### src/rtl/shot_pkg.sv
// Shared types and defaults for the shot trajectory stepper.
// SHOT_BOUNCE_EN selects reflecting side walls instead of stopping walls.
package shot_pkg;

  localparam int COORD_W   = 5;
  localparam int X_MAX_D   = 31;
  localparam int Y_MAX_D   = 31;
  localparam int Y_START_D = 0;

  typedef enum logic [1:0] {
    IDLE,
    FLIGHT,
    FINISH
  } state_t;

`ifdef SHOT_BOUNCE_EN
  localparam bit BOUNCE_EN = 1'b1;
`else
  localparam bit BOUNCE_EN = 1'b0;
`endif

endpackage

### src/rtl/shot_x_step.sv
// Combinational horizontal step with side-wall detection.
// SHOT_BOUNCE_EN: reflect off walls; otherwise clamp at the wall.
module shot_x_step
  import shot_pkg::*;
#(
  parameter int X_MAX = X_MAX_D
) (
  input  logic [COORD_W-1:0] x,
  input  logic [COORD_W-1:0] run,
  input  logic               dir,
  output logic [COORD_W-1:0] next_x,
  output logic               next_dir,
  output logic               wall_hit
);

  logic [COORD_W:0] sum;
  logic [COORD_W:0] xmax;

  assign sum  = {1'b0, x} + {1'b0, run};
  assign xmax = (COORD_W+1)'(X_MAX);

  always_comb begin
    next_x   = x;
    next_dir = dir;
    wall_hit = 1'b0;
    unique case (1'b1)
      (!dir && (x < run)): begin
        wall_hit = 1'b1;
`ifdef SHOT_BOUNCE_EN
        next_x   = run - x;
        next_dir = 1'b1;
`else
        next_x   = '0;
`endif
      end
      (dir && (sum > xmax)): begin
        wall_hit = 1'b1;
`ifdef SHOT_BOUNCE_EN
        next_x   = COORD_W'((COORD_W+1)'(2*X_MAX) - sum);
        next_dir = 1'b0;
`else
        next_x   = COORD_W'(X_MAX);
`endif
      end
      default: begin
        next_x = dir ? sum[COORD_W-1:0] : x - run;
      end
    endcase
  end

endmodule

### src/rtl/shot_traj.sv
// Shot trajectory stepper: latches aim on fire, steps per tick.
// Wall behaviour follows SHOT_BOUNCE_EN (see shot_x_step).
module shot_traj
  import shot_pkg::*;
#(
  parameter int X_MAX   = X_MAX_D,
  parameter int Y_MAX   = Y_MAX_D,
  parameter int Y_START = Y_START_D
) (
  input  logic               clk,
  input  logic               reset,
  input  logic               tick,
  input  logic               fire,
  input  logic               stop,
  input  logic [COORD_W-1:0] x_pos,
  input  logic [COORD_W-1:0] run,
  input  logic [COORD_W-1:0] rise,
  input  logic               dir,
  output logic               active,
  output logic [COORD_W-1:0] shot_x,
  output logic [COORD_W-1:0] shot_y,
  output logic               done,
  output logic               wall
);

  state_t               state_q, state_d;
  logic [COORD_W-1:0]   run_q, run_d;
  logic [COORD_W-1:0]   rise_q, rise_d;
  logic                 dir_q, dir_d;
  logic                 active_d, done_d, wall_d;
  logic [COORD_W-1:0]   x_d, y_d;
  logic [COORD_W-1:0]   step_x;
  logic                 step_dir, step_wall;
  logic [COORD_W:0]     y_sum;
  logic                 y_top;

  shot_x_step #(.X_MAX(X_MAX)) u_x_step (
    .x        (shot_x),
    .run      (run_q),
    .dir      (dir_q),
    .next_x   (step_x),
    .next_dir (step_dir),
    .wall_hit (step_wall)
  );

  assign y_sum = {1'b0, shot_y} + {1'b0, rise_q};
  assign y_top = (y_sum >= (COORD_W+1)'(Y_MAX));

  always_comb begin
    state_d  = state_q;
    run_d    = run_q;
    rise_d   = rise_q;
    dir_d    = dir_q;
    active_d = active;
    x_d      = shot_x;
    y_d      = shot_y;
    done_d   = 1'b0;
    wall_d   = 1'b0;
    unique case (state_q)
      IDLE: begin
        if (fire) begin
          state_d  = FLIGHT;
          x_d      = x_pos;
          y_d      = COORD_W'(Y_START);
          run_d    = run;
          rise_d   = rise;
          dir_d    = dir;
          active_d = 1'b1;
        end
      end
      FLIGHT: begin
        if (stop) begin
          state_d  = IDLE;
          active_d = 1'b0;
        end else if (tick) begin
          x_d    = step_x;
          dir_d  = step_dir;
          wall_d = step_wall;
          y_d    = y_top ? COORD_W'(Y_MAX)
                         : y_sum[COORD_W-1:0];
          // Reaching the top still completes the shot
          if (y_top) begin
            state_d = FINISH;
            done_d  = 1'b1;
          end else if (step_wall && !BOUNCE_EN) begin
            state_d  = IDLE;
            active_d = 1'b0;
          end
        end
      end
      FINISH: begin
        state_d  = IDLE;
        active_d = 1'b0;
      end
      default: begin
        state_d  = IDLE;
        active_d = 1'b0;
      end
    endcase
  end

  always_ff @(posedge clk) begin
    if (!reset) begin
      state_q <= IDLE;
      run_q   <= '0;
      rise_q  <= '0;
      dir_q   <= 1'b0;
      active  <= 1'b0;
      shot_x  <= '0;
      shot_y  <= '0;
      done    <= 1'b0;
      wall    <= 1'b0;
    end else begin
      state_q <= state_d;
      run_q   <= run_d;
      rise_q  <= rise_d;
      dir_q   <= dir_d;
      active  <= active_d;
      shot_x  <= x_d;
      shot_y  <= y_d;
      done    <= done_d;
      wall    <= wall_d;
    end
  end

endmodule

### config.mk
export PLATFORM = sky130hd
export DESIGN_NAME = shot_traj
export DESIGN_NICKNAME = d
export VERILOG_FILES = /design/src/rtl/shot_pkg.sv /design/src/rtl/shot_x_step.sv /design/src/rtl/shot_traj.sv
export SDC_FILE = /design/constraint.sdc
export NUM_CORES = 1
export LEC_CHECK = 0
export BUFFER_PORTS_ARGS = -buffer_cell sky130_fd_sc_hd__buf_2
export CAP_MARGIN = 5
export CORE_MARGIN = 10
export CORE_UTILIZATION = 55
export CTS_BUF_LIST = sky130_fd_sc_hd__clkbuf_16
export CTS_CLUSTER_DIAMETER = 200
export DETAILED_ROUTE_END_ITERATION = 10
export HOLD_SLACK_MARGIN = 0.12
export PLACE_DENSITY = 0.86
export SYNTH_ARGS = -nofsm -noshare
export SYNTH_HDL_FRONTEND = slang
export SYNTH_HIERARCHICAL = 1
export SYNTH_SLANG_ARGS = --single-unit
export TNS_END_PERCENT = 5
### constraint.sdc
create_clock -name clk -period 2.7 [get_ports clk]
set_input_delay 0.27 -clock clk [delete_from_list [all_inputs] [get_ports clk]]
set_output_delay 0.27 -clock clk [all_outputs]
set_load 0.02 [all_outputs]
==> flow_summary.json, run 1 <==
{
  "cp.depth": 7,
  "slew_headroom": 0.4872,
  "routedWlPerCell_um": 14.52,
  "start_util": 0.5707,
  "cts_tree": "built",
  "period_share": 0.8557,
  "arrival_ns": 2.47,
  "r2r_start": "shot_y[0]",
  "worstRegToRegCells": 7,
  "critical_path.cell_chain": "ha_1, fa_1, xnor2_1, or4b_1, a211oi_2, a211oi_1, a22o_1",
  "area_growth_pct": 16.51,
  "synth_top_flop_cell": "dfxtp_1",
  "io_buffers": 33,
  "antennaDiodeCount": 0,
  "vias": 1546,
  "cp.buffers_inverters": 0,
  "ys_ff_latch": 26,
  "total_power_uw": 1176,
  "outcome": "finished clean",
  "fin_setup_tns_ns": 0,
  "endpoint_kind": "flip-flop",
  "path_clk_slew_ns": 0.06,
  "clock_latency_ns": 0.26,
  "drt_iter0_drc": 148,
  "synth_cell_types": 46,
  "finalHoldViolCount": 0,
  "rows": 20,
  "crit_family": "adder cells",
  "ys_seq_area_frac": 0.3012,
  "intPower_uw": 837.9,
  "clkPwrFrac": 0.367,
  "ctsHtreeMaxLevel": 1,
  "first_global_vias": 1515,
  "slowest_delay_ns": 0.53,
  "cp_slowest_cell": "or4b_1",
  "fin_nets": 273,
  "grt_pass1_wl_um": 6858,
  "final_common_cell": "nand2_1",
  "fin_crit_ns": 2.310,
  "peakVddDrop_v": 0.0002995,
  "pwr-share-comb": 0.257,
  "hold_path.class": "primary input to flip-flop",
  "grtUsageTotal": 0.1373,
  "yosys_warnings": 6,
  "crit_type": "flip-flop to flip-flop",
  "cts_resized": 0,
  "dr.pass1.iters": 4,
  "max_freq_ghz": 0.4328,
  "ys_async_sr_fraction": 0,
  "final_antenna_net_count": 0,
  "final_cell_mix": "43 x nand2_1, 33 x buf_2, 26 x dfxtp_1",
  "setup.worst_path.end": "state_q[0]",
  "p_leak_uw": 0.0009491,
  "synth-edff-count": 0,
  "syn_inst": 205,
  "viasPerCell": 5.581,
  "synth_nets": 244,
  "p_switching_uw": 338.6,
  "crit_path_start_kind": "flip-flop",
  "place.gp.congestion": 0.9025,
  "clkSinkCount": 26,
  "cts_buffers": 3,
  "worstMarginPinSlew_ns": 0.7677,
  "drc": 0,
  "drv_cap": 0,
  "r2r-end": "state_q[0]",
  "critPathMaxFanout": 4,
  "post-dp-hpwl_um": 2913,
  "cts.root.buffer_cell": "clkbuf_16",
  "clock_path_buffers": 2,
  "p_sw_frac": 0.2878,
  "finalSetupViolCount": 0,
  "grt_overflow": 0,
  "die_h_um": 76.05,
  "power-per-cell-area_nw_per_um2": 584.4,
  "seq_power_share": 0.376,
  "required_ns": 2.86,
  "syn_area_um2": 1728,
  "rsz0062_at_grt": "no",
  "drive_above_1_share": 0.1888,
  "core_area_um2": 3028,
  "cp-startpoint": "shot_y[0]",
  "die_width_um": 76.05,
  "die_area_um2": 5784,
  "drt_wl_total_um": 4023,
  "drv_slew": 0,
  "cts_hold_buf": 0,
  "reg2reg_setup_slack_ns": 0.39,
  "ioPinCount": 34,
  "grt_max_degree": 28,
  "syn_area_per_cell_um2": 8.429,
  "skew_ns": 0.001039,
  "antenna_found_initial": 0,
  "postCtsSetupRepairBufs": 0
}
[layout make-up]
cell class,count,area [um^2]
fillers,258,1015
well taps,44,55.05
inverters,10,37.54
flip-flops and latches,26,520.5
multi-input cells,160,1130
clock inverters,1,30.03
clock buffers,3,75.07
repair buffers,33,165.2
[through the flow]
stage               cell area [um^2]  setup WS [ns]  hold slack (ns)  instances  utilization
floorplan                       1728         0.4132           0.4149        205            -
global placement                1908         0.4602           0.4603        273       0.6302
detailed placement              1908         0.4120           0.4636        273       0.6302
CTS                             2013         0.3866           0.2529        277       0.6649
global route                    2013         0.2066           0.2764        277       0.6649
finish                          2013         0.3896           0.2558        277       0.6649
[worst min path at each step]
stage,startpoint,endpoint,slack [ns],cells after the start
after global placement,rise_q[4],rise_q[4],0.46,2
after global routing,rise[2],rise_q[2],0.28,3
after CTS,rise[2],rise_q[2],0.25,3
final,rise[3],rise_q[3],0.26,3
after detailed placement,rise_q[2],rise_q[2],0.46,2
after floorplan,rise[0],rise_q[0],0.41,2
[layer usage]
| layer | vias to the layer above | wire, um | track usage | share of wire |
|---|---|---|---|---|
| li1 | 777 | - | - | - |
| met2 | 58 | 1941 | 0.2321 | 0.48 |
| met5 | - | 0 | 0 | 0 |
| met1 | 702 | 1726 | 0.1623 | 0.43 |
| met4 | 0 | 64 | 0.05204 | 0.016 |
| met3 | 9 | 291 | 0.03420 | 0.072 |
[registers in the layout (all words and copies together), names as in the netlist]
register and flops:
rise_q 5, active 1, run_q 5, state_q 2, dir_q 1, shot_y 5
wall 1, done 1, shot_x 5
[worst register-to-register path: stages, from the launching register on]
cell and delay (ns):
dfxtp_1 0.33, ha_1 0.23, fa_1 0.42, xnor2_1 0.17, or4b_1 0.53, a211oi_2 0.20, a211oi_1 0.11, a22o_1 0.22
[cells by family after synthesis]
logic type      synth area share
compound gates            0.2281
xor+xnor                 0.02534
fa+ha+maj                 0.1434
buf+inv                  0.04490
flops                     0.3012
mux                      0.04128
simple gates              0.2158
[synth_stat cells (all sizes together) (4+ instances only)]
cell type   n  area [um^2]
clkbuf      6        22.52
a21boi     10        75.07
a21oi      10        53.80
dfxtp      26        520.5
nor2        7        26.28
xnor2       4        35.03
nand2      43        161.4
inv        10        37.54
mux2i       6        60.06
o21ai      10        50.05
o211a       6        60.06
nor2b       6        37.54
nand3       5        25.02
ha         15        187.7
[power groups by stage]
stage          Sequential [uW]  Clock [uW]  Combinational, uW
6_report                   442         432                303
5_1_grt                    447         452                344
4_1_cts                    442         437                303
3_5_place_dp               450           0                298
3_3_place_gp               449           0                293
2_1_floorplan              457           0                222
Power figures use the tool's default switching activity.
==> inputs of run 2 (changes only) <==
Settings changed: CTS_BUF_LIST sky130_fd_sc_hd__clkbuf_16 to not set.
==> run 2 against run 1 <==
Effect of this change: first-iteration DRC count fell by 14%; maximum frequency fell by 0.50%; via count fell by 2.3%; sequential power barely moved; routed wire length fell by 4.0%; non-clock buffer count did not move; cell area fell by 2.6%; count of clock-buffer cells in the layout did not move; global-route usage fell by 0.36 points; final cell count did not move; clock power fell by 37%.
==> flow_summary.json, run 2 (synthesis gave the netlist of run 1 again) <==
{
  "outcome": "finished clean",
  "dpl_cell_area_um2": 1908,
  "antenna_found_initial": 0,
  "final_cell_mix": "43 x nand2_1, 33 x buf_2, 26 x dfxtp_1",
  "fin_nets": 273,
  "worstMarginPinSlew_ns": 0.7607,
  "cts_tree": "built",
  "arrival_ns": 2.56,
  "cts.root.buffer_cell": "clkbuf_4",
  "grtUsageTotal": 0.1337,
  "antennaDiodeCount": 0,
  "grt_overflow": 0,
  "rows": 20,
  "hold_path.class": "primary input to flip-flop",
  "cts_hold_buf": 0,
  "rsz0062_at_grt": "no",
  "cts_resized": 0,
  "min_to": "rise_q[3]",
  "skew_ns": 0.004245,
  "viasPerCell": 5.451,
  "die_h_um": 76.05,
  "postCtsSetupRepairBufs": 0,
  "clock_latency_ns": 0.33,
  "drt_wl_total_um": 3864,
  "final_common_cell": "nand2_1",
  "path_clk_slew_ns": 0.15,
  "final_antenna_net_count": 0,
  "max_freq_ghz": 0.4307,
  "cts_buffers": 3,
  "fin_crit_ns": 2.322,
  "dpl.cell_count": 273,
  "fin_setup_tns_ns": 0,
  "drive_above_1_share": 0.1888,
  "crit_path_start_kind": "flip-flop",
  "grt_max_degree": 28,
  "grt_pass1_wl_um": 6637,
  "required_ns": 2.94,
  "worstRegToRegCells": 7,
  "r2r-end": "state_q[0]",
  "finalHoldViolCount": 0,
  "drc": 0,
  "clock_path_buffers": 2,
  "ioPinCount": 34,
  "vias": 1510,
  "core_area_um2": 3028,
  "place.gp.congestion": 0.9025,
  "ctsHtreeMaxLevel": 1,
  "cp-startpoint": "shot_y[0]",
  "reg2reg_setup_slack_ns": 0.38,
  "routedWlPerCell_um": 13.95,
  "clkSinkCount": 26,
  "r2r_start": "shot_y[0]",
  "io_buffers": 33,
  "hold_path.startpoint": "rise[3]",
  "stdcell_count": 277,
  "area_growth_pct": 13.47,
  "die_width_um": 76.05,
  "dr.pass1.iters": 4,
  "drv_cap": 0,
  "power-per-cell-area_nw_per_um2": 517.8,
  "drv_slew": 0,
  "peakVddDrop_v": 0.0002873,
  "drt_iter0_drc": 127,
  "endpoint_kind": "flip-flop",
  "die_area_um2": 5784,
  "stdcell_area_um2": 1961,
  "start_util": 0.5707,
  "p_leak_uw": 0.0009259,
  "nFillCells": 263,
  "crit_type": "flip-flop to flip-flop",
  "slew_headroom": 0.4918,
  "critPathMaxFanout": 4,
  "post-dp-hpwl_um": 2913,
  "hold_ws_ns": 0.1699,
  "first_global_vias": 1455,
  "finalSetupViolCount": 0,
  "hold_depth": 3,
  "period_share": 0.8600
}
[run 2: power by group]
group | internal, uW | total, uW | switching, uW | leakage [uW]
Sequential | 411 | 441 | 30.0 | 0.000213
Combinational | 131 | 300 | 168 | 0.000685
Clock | 150 | 274 | 124 | 0.0000279
Total | 693 | 1020 | 322 | 0.000926
[run 2: critical path, stage by stage, from the launching register on]
cell and delay (ns):
dfxtp_1 0.36, ha_1 0.23, fa_1 0.42, xnor2_1 0.17
or4b_1 0.52, a211oi_2 0.20, a211oi_1 0.11, a22o_1 0.22
[run 2: cell type report]
class                           instances  area [um^2]  area share
Clock buffer                            3        22.52     0.01149
Clock inverter                          1        30.03     0.01532
Inverter                               10        37.54     0.01914
Multi-Input combinational cell        160         1130      0.5763
Sequential cell                        26        520.5      0.2655
Tap cell                               44        55.05     0.02808
Timing Repair Buffer                   33        165.2     0.08424
[run 2: through the flow]
| stage | power (uW) | utilization | setup slack, ns |
|---|---|---|---|
| 2_1_floorplan | 678.7 | - | 0.4132 |
| 3_3_place_gp | 741.3 | 0.6302 | 0.4602 |
| 3_5_place_dp | 748.5 | 0.6302 | 0.4120 |
| 4_1_cts | 1017 | 0.6475 | 0.3787 |
| 5_1_grt | 1083 | 0.6475 | 0.2123 |
| 6_report | 1015 | 0.6475 | 0.3781 |
[run 2: metal layers]
layer	vias to the layer above	global-route usage	share of wire
met5	-	0	0
met4	0	0.03903	0.0054
li1	773	-	-
met2	44	0.2279	0.48
met1	691	0.1590	0.45
met3	2	0.03656	0.065
[run 2: worst max-delay path by stage]
stage / slack (ns) / to / cells past startpoint
finish: 0.38 / state_q[0] / 7
global route: 0.21 / active / 10
CTS: 0.38 / state_q[0] / 7
detailed placement: 0.41 / state_q[0] / 7
global placement: 0.46 / state_q[0] / 7
floorplan: 0.41 / state_q[0] / 7
